$ cat config.mk
export PLATFORM = sky130hd
export DESIGN_NAME = toy_bus_arb_node_rr
export DESIGN_NICKNAME = d
export VERILOG_FILES = /design/src/rtl/toy_bus_pkg.sv /design/src/rtl/toy_bus_rr_arb.sv /design/src/rtl/toy_bus_arb_node_rr.sv
export SDC_FILE = /design/constraint.sdc
export NUM_CORES = 1
export LEC_CHECK = 0
export CORE_ASPECT_RATIO = 0.7
export CORE_MARGIN = 2
export CORE_UTILIZATION = 39
export CTS_CLUSTER_DIAMETER = 100
export CTS_CLUSTER_SIZE = 20
export DETAILED_ROUTE_END_ITERATION = 8
export GPL_TIMING_DRIVEN = 0
export MAX_ROUTING_LAYER = met4
export PLACE_DENSITY = 0.86
export SYNTH_ARGS = -nofsm -noshare
export SYNTH_HDL_FRONTEND = slang
export SYNTH_SLANG_ARGS = --single-unit
$ cat constraint.sdc
create_clock -name clk -period 2.7 [get_ports clk]
set_clock_uncertainty 0.2 [all_clocks]
set_input_delay 0.675 -clock clk [delete_from_list [all_inputs] [get_ports clk]]
set_output_delay 0.675 -clock clk [all_outputs]
set_load 0.03 [all_outputs]
$ cat src/rtl/toy_bus_pkg.sv
// Purpose  : shared ToyBusAck field widths and node id constants for the bus network.
// Latency  : n/a (declarations only).
// Backpres.: n/a (declarations only).
// Contents : field widths (ID_W, DATA_W, opcode), node ids shared with the decoder nodes,
//            and a width-aware wrap-increment helper used by round-robin pointers.
package toy_bus_pkg;

    // ToyBusAck field widths
    localparam int TB_ID_W     = 4;
    localparam int TB_DATA_W   = 32;
    localparam int TB_OPCODE_W = 1;

    // Node ids used as tgt_id / src_id values across the network
    localparam logic [TB_ID_W-1:0] NODE_ID_CORE = 4'h0;
    localparam logic [TB_ID_W-1:0] NODE_ID_LSU  = 4'h1;
    localparam logic [TB_ID_W-1:0] NODE_ID_DBG  = 4'h2;
    localparam logic [TB_ID_W-1:0] NODE_ID_DMA  = 4'h3;
    localparam logic [TB_ID_W-1:0] NODE_ID_MEM  = 4'h6;

    // Ack opcodes
    localparam logic OPC_ACK      = 1'b0;
    localparam logic OPC_ACK_DATA = 1'b1;

    // Index following idx in a ring of n entries (n-1 wraps to 0).
    function automatic int rr_wrap_inc(input int idx, input int n);
        return (idx >= n - 1) ? 0 : idx + 1;
    endfunction

endpackage

$ cat src/rtl/toy_bus_rr_arb.sv
// Purpose  : generic NUM_IN-wide round-robin grant; owns the rotating priority pointer.
// Latency  : grant is combinational from req/ptr; pointer moves on the clock after adv.
// Backpres.: grant is only a proposal; pointer advances only when the caller strobes adv.
// Ports    : clk, rst (sync, active-high), req[NUM_IN] requests, adv accept strobe,
//            gnt[NUM_IN] one-hot (or zero) winner.
module toy_bus_rr_arb
    import toy_bus_pkg::*;
#(
    parameter int NUM_IN = 2
) (
    input  logic              clk,
    input  logic              rst,
    input  logic [NUM_IN-1:0] req,
    input  logic              adv,
    output logic [NUM_IN-1:0] gnt
);

    localparam int PTR_W = (NUM_IN > 1) ? $clog2(NUM_IN) : 1;

    logic [PTR_W-1:0] ptr_q;
    logic [PTR_W-1:0] ptr_d;
    logic [PTR_W-1:0] win_idx;
    logic [PTR_W-1:0] scan_idx;
    logic [PTR_W:0]   scan_sum;
    logic             found;

    // Scan from ptr upward, wrapping modulo NUM_IN; first requester wins.
    // The sum is one bit wider so non-power-of-two NUM_IN wraps correctly.
    always_comb begin
        gnt      = '0;
        found    = 1'b0;
        win_idx  = '0;
        scan_idx = '0;
        scan_sum = '0;
        for (int k = 0; k < NUM_IN; k++) begin
            scan_sum = {1'b0, ptr_q} + (PTR_W+1)'(k);
            if (scan_sum >= (PTR_W+1)'(NUM_IN)) begin
                scan_sum = scan_sum - (PTR_W+1)'(NUM_IN);
            end
            scan_idx = scan_sum[PTR_W-1:0];
            if (!found && req[scan_idx]) begin
                found   = 1'b1;
                win_idx = scan_idx;
            end
        end
        if (found) begin
            gnt[win_idx] = 1'b1;
        end
    end

    // The input just served becomes lowest priority.
    always_comb begin
        ptr_d = ptr_q;
        if (adv && found) begin
            ptr_d = PTR_W'(rr_wrap_inc(int'(win_idx), NUM_IN));
        end
    end

    always_ff @(posedge clk) begin
        if (rst) begin
            ptr_q <= '0;
        end else begin
            ptr_q <= ptr_d;
        end
    end

endmodule

$ cat src/rtl/toy_bus_arb_node_rr.sv
// Purpose  : round-robin merge of NUM_IN ToyBusAck streams into one registered output slot.
// Latency  : 1 cycle from accept to out_vld; full throughput (load-while-drain, no bubbles).
// Backpres.: in_rdy only for the granted input and only when the slot is free or draining.
// Ports    : clk, rst (sync, active-high); in_vld/in_rdy/in_opcode/in_data/in_src_id/in_tgt_id
//            packed per input (slice i = input i); out_vld/out_rdy + registered payload.
//            Optional TOY_BUS_ARB_STALL_CNT_EN adds stall_cnt[15:0] (saturating stall cycles).
module toy_bus_arb_node_rr
    import toy_bus_pkg::*;
#(
    parameter int NUM_IN = 2,
    parameter int ID_W   = TB_ID_W,
    parameter int DATA_W = TB_DATA_W
) (
    input  logic                     clk,
    input  logic                     rst,
    input  logic [NUM_IN-1:0]        in_vld,
    output logic [NUM_IN-1:0]        in_rdy,
    input  logic [NUM_IN-1:0]        in_opcode,
    input  logic [NUM_IN*DATA_W-1:0] in_data,
    input  logic [NUM_IN*ID_W-1:0]   in_src_id,
    input  logic [NUM_IN*ID_W-1:0]   in_tgt_id,
    output logic                     out_vld,
    input  logic                     out_rdy,
    output logic                     out_opcode,
    output logic [DATA_W-1:0]        out_data,
    output logic [ID_W-1:0]          out_src_id,
    output logic [ID_W-1:0]          out_tgt_id
`ifdef TOY_BUS_ARB_STALL_CNT_EN
    ,
    output logic [15:0]              stall_cnt
`endif
);

    typedef struct packed {
        logic              opcode;
        logic [DATA_W-1:0] data;
        logic [ID_W-1:0]   src_id;
        logic [ID_W-1:0]   tgt_id;
    } beat_t;

    beat_t             beat_q;
    beat_t             beat_d;
    beat_t             sel_beat;
    logic              out_vld_q;
    logic              out_vld_d;
    logic [NUM_IN-1:0] gnt;
    logic              slot_free;
    logic              accept;

    toy_bus_rr_arb #(
        .NUM_IN (NUM_IN)
    ) u_arb (
        .clk (clk),
        .rst (rst),
        .req (in_vld),
        .adv (accept),
        .gnt (gnt)
    );

    // Slot can take a new beat if empty or if its current beat leaves this cycle.
    assign slot_free = !out_vld_q || out_rdy;
    // Held low during reset so upstream never sees an accept that reset will drop.
    assign in_rdy    = rst ? '0 : (gnt & {NUM_IN{slot_free}});
    assign accept    = |(in_vld & in_rdy);

    // Payload mux driven by the one-hot grant.
    always_comb begin
        sel_beat = '0;
        for (int i = 0; i < NUM_IN; i++) begin
            if (gnt[i]) begin
                sel_beat.opcode = in_opcode[i];
                sel_beat.data   = in_data[i*DATA_W +: DATA_W];
                sel_beat.src_id = in_src_id[i*ID_W +: ID_W];
                sel_beat.tgt_id = in_tgt_id[i*ID_W +: ID_W];
            end
        end
    end

    // Payload is only rewritten on accept, so it stays stable while stalled
    // and keeps its last value after draining.
    always_comb begin
        out_vld_d = out_vld_q;
        beat_d    = beat_q;
        if (accept) begin
            out_vld_d = 1'b1;
            beat_d    = sel_beat;
        end else if (out_rdy) begin
            out_vld_d = 1'b0;
        end
    end

    always_ff @(posedge clk) begin
        if (rst) begin
            out_vld_q <= 1'b0;
            beat_q    <= '0;
        end else begin
            out_vld_q <= out_vld_d;
            beat_q    <= beat_d;
        end
    end

    assign out_vld    = out_vld_q;
    assign out_opcode = beat_q.opcode;
    assign out_data   = beat_q.data;
    assign out_src_id = beat_q.src_id;
    assign out_tgt_id = beat_q.tgt_id;

`ifdef TOY_BUS_ARB_STALL_CNT_EN
    // Saturating count of cycles the slot sat full against downstream backpressure.
    logic [15:0] stall_cnt_q;
    logic [15:0] stall_cnt_d;

    always_comb begin
        stall_cnt_d = stall_cnt_q;
        if (out_vld_q && !out_rdy && (stall_cnt_q != 16'hFFFF)) begin
            stall_cnt_d = stall_cnt_q + 16'd1;
        end
    end

    always_ff @(posedge clk) begin
        if (rst) begin
            stall_cnt_q <= '0;
        end else begin
            stall_cnt_q <= stall_cnt_d;
        end
    end

    assign stall_cnt = stall_cnt_q;
`endif

endmodule

After elaboration in Yosys (flattened, before gate mapping) --
Cells that the tools add are included.
Storage, ports and cells: memory bits (read-only) 0, memories 0, flip-flop bits (word level) 43, bits in writable memories 0, bits in latches 0, logic and storage cells 46, output and inout port bits 44, input port bits 87
Cells by class: bitwise gates (word level) 2, divide/modulo/power cells 0, add/subtract/negate cells 4, order comparisons 7, reductions and logical operators 8, eq/ne operators 0, shift-type cells 0, multiplexer cells 19, $mul 0
Operator list (count):
- 41-bit two-way mux | 2
- 1-bit two-way mux | 14
- 1-bit by 2-bit < comparator with 1-bit output, second input constant | 3
- 2-bit AND | 2
- 2-bit two-way mux | 2
- 1-bit logical AND | 3
- 1-bit by 1-bit adder with 2-bit output, second input constant | 1
- 1-bit >= comparator, second input constant | 2
- 1-bit by 2-bit >= comparator with 1-bit output, second input constant | 1
- 2-bit >= comparator, second input constant | 1
- 1-bit zero test | 2
- 2-bit nonzero test | 1
- 2-bit OR reduction | 1
- 1-bit subtractor, second input constant | 2
- 1-bit adder, second input constant | 1
- 1-bit demux with 1-bit select | 1
- 1-bit logical OR | 1

Logic depth before layout (Yosys ltp) --
Gate-level depths: netlist (run 1).
depth after elaboration 18, depth in mapped cells 5, depth with buffers taken out 3

Hierarchy --
Synthesis (run 1) repeated with hierarchy kept, for this count alone.
Second synthesis, totals: cells, all modules 307, area, all modules 2621.3 um^2
By module, submodules not included:
- toy_bus_arb_node_rr | cells each 300, times used 1, area each 2556.2 um^2, sequential area each 840.8 um^2
- toy_bus_rr_arb | cells each 7, times used 1, area each 65.1 um^2, sequential area each 20.0 um^2

Least setup slack after synthesis (run 1) --
OpenSTA, ideal clock, no wires.
kind input port to output port, start point input port in_vld[1], end point output port in_rdy[1], path buffers 2, cell stages on the path 4, data arrival time 1.847 ns, slack -0.022 ns, required time 1.825 ns, cell sequence buf_2 clkbuf_1 nand2_1 nor3_1
Between the ends: cells in the longest elaborated chain, start to end 13, elaborated cells on any way between the ends 18, classes of those cells order compare: 2; mux: 12; bitwise: 1; reduce/logical: 3
RTL lines:
- start, declared | RTL line toy_bus_arb_node_rr.sv:16 | input logic [NUM_IN-1:0] in_vld,
- 1-bit two-way mux (implied by the code) (2 in series) | RTL line toy_bus_rr_arb.sv:41 | if (!found && req[scan_idx]) begin
- 1-bit two-way mux | RTL line toy_bus_rr_arb.sv:41
- 1-bit zero test | RTL line toy_bus_rr_arb.sv:41
- 1-bit logical AND | RTL line toy_bus_rr_arb.sv:41
- 1-bit two-way mux | RTL line toy_bus_rr_arb.sv:41
- 1-bit by 2-bit < comparator with 1-bit output (implied by the code) / 1-bit >= comparator (equally long branches) | RTL line toy_bus_rr_arb.sv:47 | gnt[win_idx] = 1'b1;
- 1-bit logical AND (implied by the code) | RTL line toy_bus_rr_arb.sv:47
- 1-bit two-way mux (implied by the code) | RTL line toy_bus_rr_arb.sv:47
- 1-bit demux with 1-bit select
- 2-bit two-way mux (*) | RTL line toy_bus_rr_arb.sv:46 | if (found) begin
- 2-bit AND (*) | RTL line toy_bus_arb_node_rr.sv:63 | assign in_rdy = rst ? '0 : (gnt & {NUM_IN{slot_free}});
- 2-bit two-way mux (*) | RTL line toy_bus_arb_node_rr.sv:63
- end, declared | RTL line toy_bus_arb_node_rr.sv:17 | output logic [NUM_IN-1:0] in_rdy,
Every way passes the cells marked *; elsewhere a longest branch is shown, timed or not. The select of a mux whose other input is x is not followed.

Worst setup path after layout (run 1) --
start point input port out_rdy, end point output port in_rdy[0]
Between the ends: cells in the longest elaborated chain, start to end 3
RTL lines:
- start, declared | RTL line toy_bus_arb_node_rr.sv:23 | input logic out_rdy,
- 1-bit logical OR | RTL line toy_bus_arb_node_rr.sv:61 | assign slot_free = !out_vld_q || out_rdy;
- 2-bit AND | RTL line toy_bus_arb_node_rr.sv:63
- 2-bit two-way mux | RTL line toy_bus_arb_node_rr.sv:63
Every way passes these cells.

==> flow_summary.toml, run 1 <==
[run_status]
status = "finished, final reports clean"

[die]
core_area_mm2 = 0.004861
dieWidth_um = 89.72
die-area_mm2 = 0.005742
row_count = 21
die_h_um = 64
start_util = 0.4126
io_pins = 131

[placement]
dpl_worst_slack_ns = -0.8374
io_buffers = 129
hpwl_mm = 5.030
place.gp.congestion = 0.7478
place_area_mm2 = 0.003388

[cts]
clk_transition_reported_paths_ns = 0.07
htree_levels = 2
cts_buffers = 5
root_buffer = "clkbuf_8"
max-clock-path-buffers = 2
cts.sinks = 43
cts_hold_buf = 0
worstSkewPairLatency_ns = 0.29
cts_tree = "done"

[power_and_ir_drop]
p_sw_mw = 0.4879
pwr-share-comb = 0.317
ir_worst_vdd_v = 0.0002946
p_leak_nw = 1.169
power_density_mw_per_mm2 = 465.9
clkPwrFrac = 0.249
p_int_mw = 1.137
swShare = 0.3003
seq_power_share = 0.435

[sta]
tns_ns = 0
fin_crit_ns = 2.665
setup_violations = 0
whs_ns = 0.2971
max_freq_mhz = 375.2
worst_pin_slew_ns = 0.4938
relSlewSlack = 0.6708
finalCritPeriodShare = 0.9871
final-hold-violation-count = 0
rsz0062_at_grt = "false"
final_max_slew_viol_count = 0
final.setup.worst_slack_ns = 0.03471

[critical_path]
cp.required_ns = 1.82
crit_slowest_cell = "clkdlybuf4s50_1"
crit_type = "input pin to output port"
r2r_slack_ns = 0.89
cp_slowest_stage_delay_ns = 0.47
rr_worst_depth = 5
critPathCaptureType = "output port"
crit_chain = "clkdlybuf4s50_1, or2b_1, and3_1, buf_4"
critical_path_arrival_ns = 1.79
critPathMaxFanout = 4
critical_path.startpoint_type = "input pin"

[global_route]
grt_pass1_wl_mm = 11.16
grt_pass1_vias = 2299
grt.total_usage = 0.2449
grt_max_degree = 17
grt-ovfl-total = 0
antenna_found_initial = 0

[job]
maxCapViolations = 0

[yosys]
post-synth-top-area-fraction = 0.4292
syn-cell-area_mm2 = 0.002006
yosys-top-cells-area = "dfxtp_1 43%, a32oi_1 18%, o211ai_1 15%"
netlist_instances = 210
yosysSeqAreaShare = 0.4292
ys_types = 22
synth.largest_area_cell = "dfxtp_1"
ys_seq_elements = 43
synth.net_count = 297
synth.avg_cell_area_um2 = 9.551
synth-warning-count = 0

[routing]
vias = 2296
dr.pass1.iters = 4
vias_per_cell = 5.533
drc = 0
detail-route-antenna-nets = 0
wirelength_mm = 6.869
drt-initial-drc-count = 97
wire_per_inst_um = 16.55

[finish]
final_cell_mix = "126 x clkdlybuf4s50_1, 43 x dfxtp_1, 41 x a32oi_1, 41 x o211ai_1, 41 x o21ai_1"
layout-drive-gt1-share = 0.07225
area_delta_synth_final_pct = 73.86
final_common_cell = "clkdlybuf4s50_1"
antenna_cells = 0
finalNetCount = 433
finalInstanceArea_mm2 = 0.003487

[worst_hold_path]
min_delay_path_depth = 2
min_path_type = "flip-flop to flip-flop"
==> area by class of cell <==
cell class / count / area, um^2
plain buffers: 29 / 173.9
clock buffers: 6 / 82.58
clock inverters: 1 / 5.005
fillers: 406 / 1374
inverters: 1 / 3.754
multi-input cells: 135 / 974.7
flip-flops and latches: 43 / 860.8
well taps: 69 / 86.33
repair buffers: 131 / 1300
==> cell families after synthesis <==
group | after synthesis | synth area share
compound gates | 127 | 0.4498
buf+inv | 32 | 0.09107
flops | 43 | 0.4292
simple gates | 8 | 0.02995
==> Yosys cell counts, drive strengths merged <==
master / count
a21boi: 1
a21oi: 2
a311oi: 1
a32oi: 41
and3: 1
buf: 9
clkbuf: 18
dfxtp: 43
dlygate4sd1: 4
inv: 1
nand2: 1
nand2b: 1
nor2: 1
nor2b: 1
nor3: 1
o211ai: 41
o21ai: 41
or2b: 1
or3: 1
==> state kept, by name (all words and copies together), names as in the netlist <==
signal,flops
out_vld,1
out_opcode,1
out_data,32
out_tgt_id,4
out_src_id,4
u_arb.ptr_q,1
==> per-layer routing <==
| metal | track usage | wire, um |
|---|---|---|
| met4 | 0.07308 | 80 |
| met2 | 0.3807 | 2961 |
| met3 | 0.08255 | 558 |
| met1 | 0.3061 | 3268 |
| met5 | - | 0 |
==> through the flow <==
| step | cells | utilization | power [mW] |
|---|---|---|---|
| after floorplan | 210 | - | 0.9633 |
| after global placement | 408 | 0.6970 | 1.220 |
| after detailed placement | 408 | 0.6970 | 1.229 |
| after CTS | 414 | 0.7158 | 1.633 |
| after global routing | 415 | 0.7174 | 1.702 |
| final | 415 | 0.7174 | 1.625 |
==> critical path, delay by kind of cell <==
kind,cells,cell delay [ns]
buffers and inverters,2,0.64
and+or+nand+nor,2,0.49
==> power groups by stage <==
| stage | Clock (mW) | Combinational [mW] | Sequential [mW] |
|---|---|---|---|
| after global routing | 0.444 | 0.547 | 0.711 |
| after CTS | 0.414 | 0.513 | 0.706 |
| final | 0.404 | 0.514 | 0.706 |
| after detailed placement | 0 | 0.509 | 0.720 |
| after global placement | 0 | 0.502 | 0.718 |
| after floorplan | 0 | 0.155 | 0.808 |
==> path summary, 6_finish.rpt <==
kind | from | endpoint
setup / recovery | out_rdy | in_rdy[0]
hold / removal | out_data[22] | out_data[22]
setup reg to reg | u_arb.ptr_q | out_src_id[1]
hold reg to reg | out_data[22] | out_data[22]
==> timing repair <==
item	4_1_cts	5_1_grt
setup buffers	1	1
gates resized for setup	17	1
endpoints found under the setup margin	2	1
(Power assumes the default switching activity.)
==> run 2, diff against run 1 <==
Settings changed: CORE_UTILIZATION 39 to 36, PLACE_DENSITY 0.86 to 0.8.
Clock period 2.7 ns to 2.5 ns, I/O delays scaled along.
==> flow_summary.toml, run 2 (synthesis gave the netlist of run 1 again) <==
[finish]
stdcell_count = 419
final_common_cell = "clkdlybuf4s50_1"
largest_reg_flops = 32
area_delta_synth_final_pct = 73.86
antenna_cells = 0
layout-drive-gt1-share = 0.07205
finalInstanceArea_mm2 = 0.003487
finalNetCount = 433
final_cell_mix = "124 x clkdlybuf4s50_1, 43 x dfxtp_1, 41 x a32oi_1, 41 x o211ai_1, 41 x o21ai_1"

[placement]
io_buffers = 129
dp.cells = 411
place.gp.congestion = 0.7534
place_area_mm2 = 0.003392
hpwl_mm = 4.883

[critical_path]
critPathCaptureType = "output port"
r2r_slack_ns = 0.75
critical_path_arrival_ns = 1.59
critical_path.startpoint_type = "input pin"
r2r_start = "u_arb.ptr_q"
crit_path_start = "in_vld[0]"
crit_type = "input pin to output port"
cp.required_ns = 1.67
critPathMaxFanout = 10

[global_route]
grt_max_degree = 17
grt_pass1_wl_mm = 10.63
antenna_found_initial = 0
grt.total_usage = 0.2228
grt_pass1_vias = 2210
grt-ovfl-total = 0

[die]
die-area_mm2 = 0.006194
start_util = 0.3775
die_h_um = 66.45
row_count = 22
dieWidth_um = 93.22
io_pins = 131
core_area_mm2 = 0.005313

[routing]
detail-route-antenna-nets = 0
drt-initial-drc-count = 99
vias_per_cell = 5.382
drc = 0
wirelength_mm = 6.684
dr.pass1.iters = 4
wire_per_inst_um = 15.95
vias = 2255

[sta]
fin_crit_ns = 2.414
relSlewSlack = 0.6760
rsz0062_at_grt = "false"
worst_pin_slew_ns = 0.4860
max_freq_mhz = 414.2
final-hold-violation-count = 0
final_max_slew_viol_count = 0
setup_violations = 0
finalCritPeriodShare = 0.9656

[cts]
max-clock-path-buffers = 2
cts_buffers = 5
cts.sinks = 43
htree_levels = 2
root_buffer = "clkbuf_8"
clk_transition_reported_paths_ns = 0.07
cts_tree = "done"
worstSkewPairLatency_ns = 0.28
cts_hold_buf = 0

[power_and_ir_drop]
power_density_mw_per_mm2 = 497.6
p_leak_nw = 1.178
ir_worst_vdd_v = 0.0002196

[worst_hold_path]
min_path_type = "flip-flop to flip-flop"
hp-start = "out_data[14]"

[job]
maxCapViolations = 0

[run_status]
status = "finished, final reports clean"
[run 2: cell count changes in the layout (fill, tap and decap cells not counted)]
cell / previous run / this run
clkbuf_4: 1 / 0
dlymetal6s2s_1: 0 / 1
clkdlybuf4s50_1: 126 / 124
dlygate4sd2_1: 1 / 2
buf_4: 4 / 5
clkbuf_1: 17 / 18
clkbuf_8: 6 / 5
clkbuf_2: 0 / 1
[run 2: worst paths after layout]
check	endpoint	cells past startpoint
setup / recovery	in_rdy[0]	5
hold / removal	out_data[14]	2
setup reg to reg	out_opcode	5
hold reg to reg	out_data[14]	2
[run 2: where the power goes]
part | internal (mW) | switching (mW)
sequential | 0.735 | 0.0271
clock | 0.196 | 0.224
combinational | 0.275 | 0.277
[run 2: metrics by stage]
| step | hold slack, ns | worst slack (ns) | utilization | setup TNS (ns) | power (mW) |
|---|---|---|---|---|---|
| after global routing | 0.3212 | 0.01541 | 0.6564 | 0 | 1.820 |
| after floorplan | 0.2774 | 0.1175 | - | 0 | 1.040 |
| after global placement | 0.2830 | -0.9281 | 0.6385 | -1.806 | 1.321 |
| after CTS | 0.3000 | 0.02758 | 0.6557 | 0 | 1.751 |
| final | 0.2987 | 0.08598 | 0.6564 | 0 | 1.735 |
| after detailed placement | 0.2878 | -0.9371 | 0.6385 | -1.803 | 1.326 |
[run 2: final cells by class]
| cell class | count | area (um^2) |
|---|---|---|
| Inverter | 1 | 3.754 |
| Multi-Input combinational cell | 135 | 974.7 |
| Clock inverter | 1 | 5.005 |
| Timing Repair Buffer | 131 | 1301 |
| Sequential cell | 43 | 860.8 |
| Buffer | 29 | 175.2 |
| Fill cell | 463 | 1826 |
| Clock buffer | 7 | 76.32 |
| Tap cell | 72 | 90.09 |
[run 2: critical path, cell delays in order]
cell	delay (ns)
dlygate4sd2_1	0.28
a21boi_4	0.21
buf_6	0.16
and3_1	0.16
buf_4	0.16
[run 2: per-layer routing]
layer	global-route usage	routed length, um	up-vias
li1	-	-	1129
met1	0.2785	3112	1033
met2	0.3596	3010	87
met3	0.06222	503	6
met4	0.05882	57	0
met5	-	0	-
[run 2: timing repair]
item                                    4_1_cts  5_1_grt
cloned                                        0        0
gates resized for setup                      19        4
setup buffers                                 2        0
endpoints found under the setup margin        2        2
endpoints found under the hold margin         0        0
